File: src/rtl/shiftreg_pkg.sv
// Shared definitions for the framed serial/parallel shift register.
package shiftreg_pkg;

  typedef enum logic {
    SR_IDLE   = 1'b0,
    SR_ACTIVE = 1'b1
  } srState_t;

  localparam logic SR_MSB_FIRST = 1'b0;
  localparam logic SR_LSB_FIRST = 1'b1;

endpackage

File: src/rtl/frame_bit_counter.sv
// Counts received bits within a frame and flags the bit that completes a word.
module frame_bit_counter #(
  parameter int width = 8
) (
  input  logic                         clk,
  input  logic                         rst_n,
  input  logic                         clear,
  input  logic                         inc,
  output logic [$clog2(width + 1)-1:0] cnt,
  output logic                         wrap,
  output logic                         nonzero
);

  localparam int              CNTW = $clog2(width + 1);
  localparam logic [CNTW-1:0] LAST = CNTW'(width - 1);

  assign wrap    = inc && (cnt == LAST);
  assign nonzero = (cnt != '0);

  // Clear beats increment; the bit that completes a word folds the count back to zero.
  always_ff @(posedge clk) begin
    if (!rst_n) begin
      cnt <= '0;
    end else if (clear) begin
      cnt <= '0;
    end else if (wrap) begin
      cnt <= '0;
    end else if (inc) begin
      cnt <= cnt + CNTW'(1);
    end
  end

endmodule

File: src/rtl/shiftregister_framed.sv
// Full-duplex, frame-aware shift register with selectable bit order.
module shiftregister_framed
  import shiftreg_pkg::*;
#(
  parameter int width = 8,
  parameter int CNTW  = $clog2(width + 1)
) (
  input  logic             clk,
  input  logic             rst_n,
  input  logic             sampleEdge,
  input  logic             launchEdge,
  input  logic             frameActive,
  input  logic             lsbFirst,
  input  logic             parallelLoad,
  input  logic [width-1:0] parallelDataIn,
  input  logic             serialDataIn,
  output logic             serialDataOut,
  output logic [width-1:0] parallelDataOut,
  output logic [width-1:0] rxData,
  output logic             rxValid,
  output logic             frameAbort,
  output logic             busy
);

  srState_t         state;
  logic [width-1:0] mem;
  logic [width-1:0] shifted;
  logic [width-1:0] memAfterSample;
  logic             mode;
  logic             faQ;
  logic             frameStart;
  logic             frameEnd;
  logic             edgesEnabled;
  logic             doSample;
  logic             doLaunch;
  logic             launchBit;
  logic             loadBit;
  logic [CNTW-1:0]  bitCount;
  logic             wordDone;
  logic             partialWord;

  assign frameStart   = frameActive & ~faQ;
  assign frameEnd     = ~frameActive & faQ;
  assign edgesEnabled = (state == SR_ACTIVE) & ~parallelLoad & ~frameEnd;
  assign doSample     = edgesEnabled & sampleEdge;
  assign doLaunch     = edgesEnabled & launchEdge;
  assign busy         = (state == SR_ACTIVE);

  frame_bit_counter #(
    .width(width)
  ) bitCounter (
    .clk     (clk),
    .rst_n   (rst_n),
    .clear   (frameStart | frameEnd),
    .inc     (doSample),
    .cnt     (bitCount),
    .wrap    (wordDone),
    .nonzero (partialWord)
  );

  // Next register contents if a sample is taken, in the latched bit order.
  always_comb begin
    shifted = mem;
    if (mode == SR_MSB_FIRST) begin
      shifted = {mem[width-2:0], serialDataIn};
    end else begin
      shifted = {serialDataIn, mem[width-1:1]};
    end
  end

  // A launch coinciding with a sample drives the bit that the shift just exposed.
  always_comb begin
    memAfterSample = doSample ? shifted : mem;
    launchBit      = (mode == SR_MSB_FIRST) ? memAfterSample[width-1] : memAfterSample[0];
    loadBit        = (lsbFirst == SR_LSB_FIRST) ? parallelDataIn[0] : parallelDataIn[width-1];
  end

  // Shift datapath: load wins over both edges, and a completed word is published with a pulse.
  always_ff @(posedge clk) begin
    if (!rst_n) begin
      mem             <= '0;
      serialDataOut   <= 1'b0;
      parallelDataOut <= '0;
      rxData          <= '0;
      rxValid         <= 1'b0;
    end else begin
      parallelDataOut <= mem;
      rxValid         <= 1'b0;
      if (parallelLoad) begin
        mem           <= parallelDataIn;
        serialDataOut <= loadBit;
      end else begin
        if (doSample) begin
          mem <= shifted;
        end
        if (doLaunch) begin
          serialDataOut <= launchBit;
        end
        if (wordDone) begin
          rxData  <= shifted;
          rxValid <= 1'b1;
        end
      end
    end
  end

  // Frame FSM: tracks chip select edges, latches bit order and flags frames ending mid-word.
  always_ff @(posedge clk) begin
    if (!rst_n) begin
      state      <= SR_IDLE;
      faQ        <= 1'b0;
      mode       <= SR_MSB_FIRST;
      frameAbort <= 1'b0;
    end else begin
      faQ        <= frameActive;
      frameAbort <= 1'b0;
      if (frameStart) begin
        state <= SR_ACTIVE;
      end else if (frameEnd) begin
        state      <= SR_IDLE;
        frameAbort <= partialWord;
      end
      if (parallelLoad || frameStart) begin
        mode <= lsbFirst;
      end
    end
  end

  // The counter's nonzero flag must agree with its count, which never reaches a full word.
  assert property (@(posedge clk) disable iff (!rst_n)
    (partialWord == (bitCount != '0)) && (bitCount < CNTW'(width)));

endmodule
File: config.mk
export PLATFORM = sky130hd
export DESIGN_NAME = shiftregister_framed
export DESIGN_NICKNAME = d
export VERILOG_FILES = /design/src/rtl/shiftreg_pkg.sv /design/src/rtl/frame_bit_counter.sv /design/src/rtl/shiftregister_framed.sv
export SDC_FILE = /design/constraint.sdc
export NUM_CORES = 1
export LEC_CHECK = 0
export CORE_MARGIN = 5
export CORE_UTILIZATION = 40
export DETAILED_ROUTE_END_ITERATION = 10
export HOLD_SLACK_MARGIN = 0.02
export PLACE_DENSITY = 0.66
export RECOVER_POWER = 100
export SKIP_CTS_REPAIR_TIMING = 1
export SYNTH_ARGS = -nofsm -noshare
export SYNTH_HDL_FRONTEND = slang
export SYNTH_SLANG_ARGS = --single-unit
File: constraint.sdc
create_clock -name clk -period 5.1 [get_ports clk]
set_input_delay 0.51 -clock clk [delete_from_list [all_inputs] [get_ports clk]]
set_output_delay 0.51 -clock clk [all_outputs]
set_load 0.01 [all_outputs]
### Word-level counts from Yosys, hierarchy flattened

Cells that the tools add are included.

* add/subtract/negate cells: 1
* equal/unequal tests: 1
* mux-type cells: 10
* bitwise operators: 12
* reductions and logical operators: 10

Operators with widths (count)
* 2-to-1 mux 8 bit: 3
* 2-to-1 mux 1 bit: 7
* AND 1 bit: 6
* nonzero test 2 bit: 3
* OR reduction 3 bit: 2
* inverter 1 bit: 5
* adder 4 x 1 -> 4 bit (second input constant): 1
* == test 4 x 3 -> 1 bit (second input constant): 1
* nonzero test 4 bit: 1
* AND reduction 2 bit: 1
* OR reduction 2 bit: 1
* logical AND 1 bit: 1
* logical OR 1 bit: 1
* bitwise OR 1 bit: 1

* flip-flop bits (word level): 34
* bits of input ports: 16
* output and inout bits: 20
* logic and storage cells: 45

### Depth between registers and ports, before layout

* depth in word-level cells: 9
* depth in mapped cells: 8
* gate-level depth less buffers: 6

### Modules after synthesis

From an unflattened synthesis, not the netlist that was laid out.

* cell total of the unflattened synthesis: 151
* area total of the unflattened synthesis: 1505.2 sq um

By module, submodules not included
* shiftregister_framed: times used 1, cells an instance 129, area each 1295.0 sq um, sequential area each 600.6 sq um
* frame_bit_counter: times used 1, cells an instance 22, area each 210.2 sq um, sequential area each 80.1 sq um

### Least setup slack after synthesis

OpenSTA, ideal clock, no wires.

* path kind: input port to flip-flop
* start point: input port frameActive
* end point: register serialDataOut
* library setup time: 120 ps
* data arrival time: 1760 ps
* required time: 4980 ps
* slack: 3220 ps
* stages: 6
* buffers on the path: 1
* cell sequence: inv_1 -> ha_1 -> nand4bb_1 -> buf_2 -> mux4_2 -> o31a_1

* word-level cells in the longest chain between the ends: 9
* elaborated cells on any way between the ends: 11
* classes of those cells: mux (4); bitwise (6); reduce/logical (1)

Ends and longest elaborated chain
* start: declaration: line shiftregister_framed.sv:12 `input logic frameActive,`
* inverter 1 bit (*): line shiftregister_framed.sv:43 `assign frameEnd = ~frameActive & faQ;`
* AND 1 bit (*): line shiftregister_framed.sv:43
* inverter 1 bit (no source line) (*)
* AND 1 bit (*): line shiftregister_framed.sv:44 `assign edgesEnabled = (state == SR_ACTIVE) & ~parallelLoad & ~frameEnd;`
* AND 1 bit: line shiftregister_framed.sv:45 `assign doSample = edgesEnabled & sampleEdge;`
* 2-to-1 mux 8 bit
* 2-to-1 mux 1 bit: line shiftregister_framed.sv:74 `launchBit = (mode == SR_MSB_FIRST) ? memAfterSample[width-1] : memAfterSample[0];`
* 2-to-1 mux 1 bit: line shiftregister_framed.sv:96 `if (doLaunch) begin`
* 2-to-1 mux 1 bit: line shiftregister_framed.sv:89 `if (parallelLoad) begin`
* end signal: assignment: line shiftregister_framed.sv:91 `serialDataOut <= loadBit;`
* end signal: assignment: line shiftregister_framed.sv:97 `serialDataOut <= launchBit;`
* end: declaration: line shiftregister_framed.sv:17 `output logic serialDataOut,`

Every way passes the cells marked *; elsewhere a longest branch is shown, timed or not. The select of a mux whose other input is x is not followed.
A chain may end at the register's enable or synchronous reset.

### Worst setup path after layout

* start point: input port parallelLoad
* end point: register rxData[3]

* word-level cells in the longest chain between the ends: 6

Ends and longest elaborated chain
* start: declaration: line shiftregister_framed.sv:14 `input logic parallelLoad,`
* inverter 1 bit (no source line) (*)
* AND 1 bit (2 in a row): line shiftregister_framed.sv:44
* AND 1 bit: line shiftregister_framed.sv:45
* logical AND 1 bit: line frame_bit_counter.sv:17 `assign wrap = inc && (cnt == LAST);`
* AND reduction 2 bit (no source line) (*)
* end signal: assignment: line shiftregister_framed.sv:100 `rxData <= shifted;`
* end: declaration: line shiftregister_framed.sv:19 `output logic [width-1:0] rxData,`

Every way passes the cells marked *; elsewhere a longest branch is shown, timed or not.

==> results.md <==
* Hold depth at 2
* HP Class: flip-flop to flip-flop
* Antenna Cells at 0
* Max Root-Sink Buffers at 2
* Vias at between 1,000 and 1,500
* I/O Buffers at 35
* Post-synthesis sequential area ratio at 48.4%
* Combinational share of power at 11.0%
* Setup CP Type: input port to flip-flop
* Sw Pwr at roughly 120 uW
* GR peak layer: met2
* Peak Freq at 0.365 GHz
* RSZ-0062 raised after global routing: no
* Top cell type's share of synthesized area at a little under 50%
* Synthesized area at 1410 um^2
* Status: complete, no violations
* CTS tree: built
* Vias per cell at a little over 5
* WL/cell at 14.0 um
* Final setup viols at 0
* GPL Wtd Cong at between 0.8 and 0.9
* Syn Nets at 171
* Initial Util at 41.9%
* Worst Hold Slack at 0.503 ns
* Die Wd at 69.3 um
* First-pass GRT wire length at 5750 um
* Met2 Use GR at between 20% and 30%
* Die area at 4810 um^2
* CP Data Arrival Time at approximately 3.0 ns
* Sw frac at 24.4%
* Detailed placer's ending HPWL at 2420 um
* Final wirelength at 3220 um
* DR iter-0 viols at 39
* VDD IR max at 0.000124 V
* Rel. slew slack at 41.4%
* Initial antenna violation count at 0
* Met3 Usage GRT at 6.09%
* Clock period minus worst slack at 2.74 ns
* Final hold vios at 0
* Final Cycle Share at 53.7%
* Yosys Warn Count at 0
* Synthesized area per cell at roughly 9.3 um^2
* Die Ht at 69.3 um
* Clock Skews at a little over 0.005 ns
* Drc violations at 0
* Met1 GRT Util at 16.5%
* Cell variety after synth at 24
* Root Buffer: clkbuf_4
* Leakage at 0.000720 uW
* Share of layout cells above drive strength 1 at between 4 and 5%
* Area Growth Syn to Fin at 29.6%
* Vias in the first global route at 1,245
* Flop2flop setup slack at between 2 and 3 ns
* Core ar. at 3360 um^2
* Largest net degree at the start of global routing at 23
* Yosys top cell by area: dfxtp_1
* Least-Margin Pin Slew at roughly 0.88 ns
* Final Max Tran Viols at 0
* H-tree levels at 2
* Crit path launch type: input port
* Core Util, Final at a little over half
* Internal Power at 369 uW
* I/O pin count at 36
* R2R depth at 5
* #FFs+latches synth at 34
* Drt pass-1 iters at 4
* Net count, final at 203
* Crit Path Max Fanout at 22
* Clock Sinks at 34
* Setup_tns at 0 ns
* CP Data Required Time at 5.34 ns
* Sequential power share at 57.7%
* Part of the power in the clock network at 31.3%
* Worst-skew pair later-pin latency at approximately 0.33 ns
* Overall routing resource usage at 14.9%
* Post-Syn Instances at 151
* Ranking of synthesized cells by area: dfxtp_1, mux2i_1, nor2_1, a211oi_1, a211o_1
* Clk pin slew, worst setup/hold paths at about 0.10 ns
* Post-DRT Antenna Nets at 0
* Row Count at 21
* Kind of end point of the critical path: flip-flop
* Max-cap violations at 0
* Inserted Clock Buffers at 5
* Pwr dens at between 200 and 300 nW/um^2
* Overflow after GRT at 0
metrics by stage:
step	total power [uW]	worst slack (ns)	instances	instance area (um^2)
final	488	2.36	230	1820
after global routing	515	2.07	230	1820
after CTS	495	2.59	230	1830
after detailed placement	343	2.21	222	1770
after global placement	341	2.35	222	1770
after floorplan	316	3.22	151	1410
registers in the layout (all words and copies together) (netlist names):
register,cells
bitCounter.cnt,4
faQ,1
serialDataOut,1
busy,1
rxValid,1
mode,1
mem,8
rxData,8
frameAbort,1
parallelDataOut,8
power groups by stage:
stage	sequential [uW]	clock (uW)	combinational (uW)
after floorplan	286	0	30.2
after global placement	288	0	53.6
after detailed placement	288	0	55.3
after CTS	282	157	55.7
after global routing	283	172	59.4
final	282	153	53.5
layer usage:
| layer | share of wire, % | up-vias |
|---|---|---|
| met5 | 0 | - |
| met4 | 2.4 | 0 |
| met3 | 5.5 | 9 |
| met2 | 50 | 39 |
| met1 | 42 | 553 |
| li1 | - | 582 |
cells in the final DEF (no fill, tap or decap):
cell type | netlist | final
a211o_1 | 6 | 6
a211oi_1 | 9 | 9
a21oi_1 | 9 | 9
a221oi_1 | 3 | 3
and2_0 | 0 | 1
and2_1 | 8 | 7
and4bb_1 | 1 | 1
clkbuf_1 | 5 | 1
clkbuf_4 | 0 | 5
clkbuf_8 | 0 | 1
clkdlybuf4s50_1 | 0 | 13
clkinv_2 | 0 | 1
dfxtp_1 | 34 | 34
dlygate4sd3_1 | 0 | 22
ha_1 | 4 | 4
inv_1 | 5 | 5
mux2i_1 | 11 | 11
mux4_2 | 1 | 1
nand2_1 | 12 | 12
nand3_1 | 2 | 2
nand3b_1 | 2 | 2
nand4_1 | 1 | 1
nand4bb_1 | 1 | 1
nor2_1 | 27 | 28
nor3_1 | 1 | 1
o21ai_0 | 1 | 1
o31a_1 | 1 | 1
xor2_1 | 1 | 1
critical path: stages:
cell,delay [ns]
dlygate4sd3_1,0.80
nand4bb_1,0.51
nor2_1,0.80
nor2_1,0.11
a211oi_1,0.24
cells in the mapped netlist (all sizes together):
cell      n
a211o     6
a211oi    9
a21oi     9
a221oi    3
and2      8
and4bb    1
buf       5
clkbuf    5
dfxtp    34
ha        4
inv       5
mux2i    11
mux4      1
nand2    12
nand3     2
nand3b    2
nand4     1
nand4bb   1
nor2     28
nor3      1
o21ai     1
o31a      1
xor2      1
cell type report:
type,instances,area [um^2]
clock buffers,7,55.1
flip-flops and latches,34,681
fillers,329,1540
well taps,46,57.6
repair buffers,35,350
inverters,5,18.8
clock inverters,1,5.00
multi-input cells,102,657
cell families (layout without fill, tap and decap cells):
kind of cell    after synthesis  after routing  synth area share, %
compound gates               29             29                 14.6
xor+xnor                      1              1                0.622
fa+ha+maj                     4              4                 3.56
buf+inv                      15             48                 4.44
flops                        34             34                 48.4
mux                          12             12                 9.42
simple gates                 56             56                 19.0
final timing paths:
check / start / endpoint
worst max-delay path: parallelLoad / rxData[3]
worst min-delay path: rxData[6] / rxData[6]
worst max register to register: faQ / rxData[3]
worst min register to register: rxData[6] / rxData[6]
Note: power is estimated with default switching activity, not from simulation.
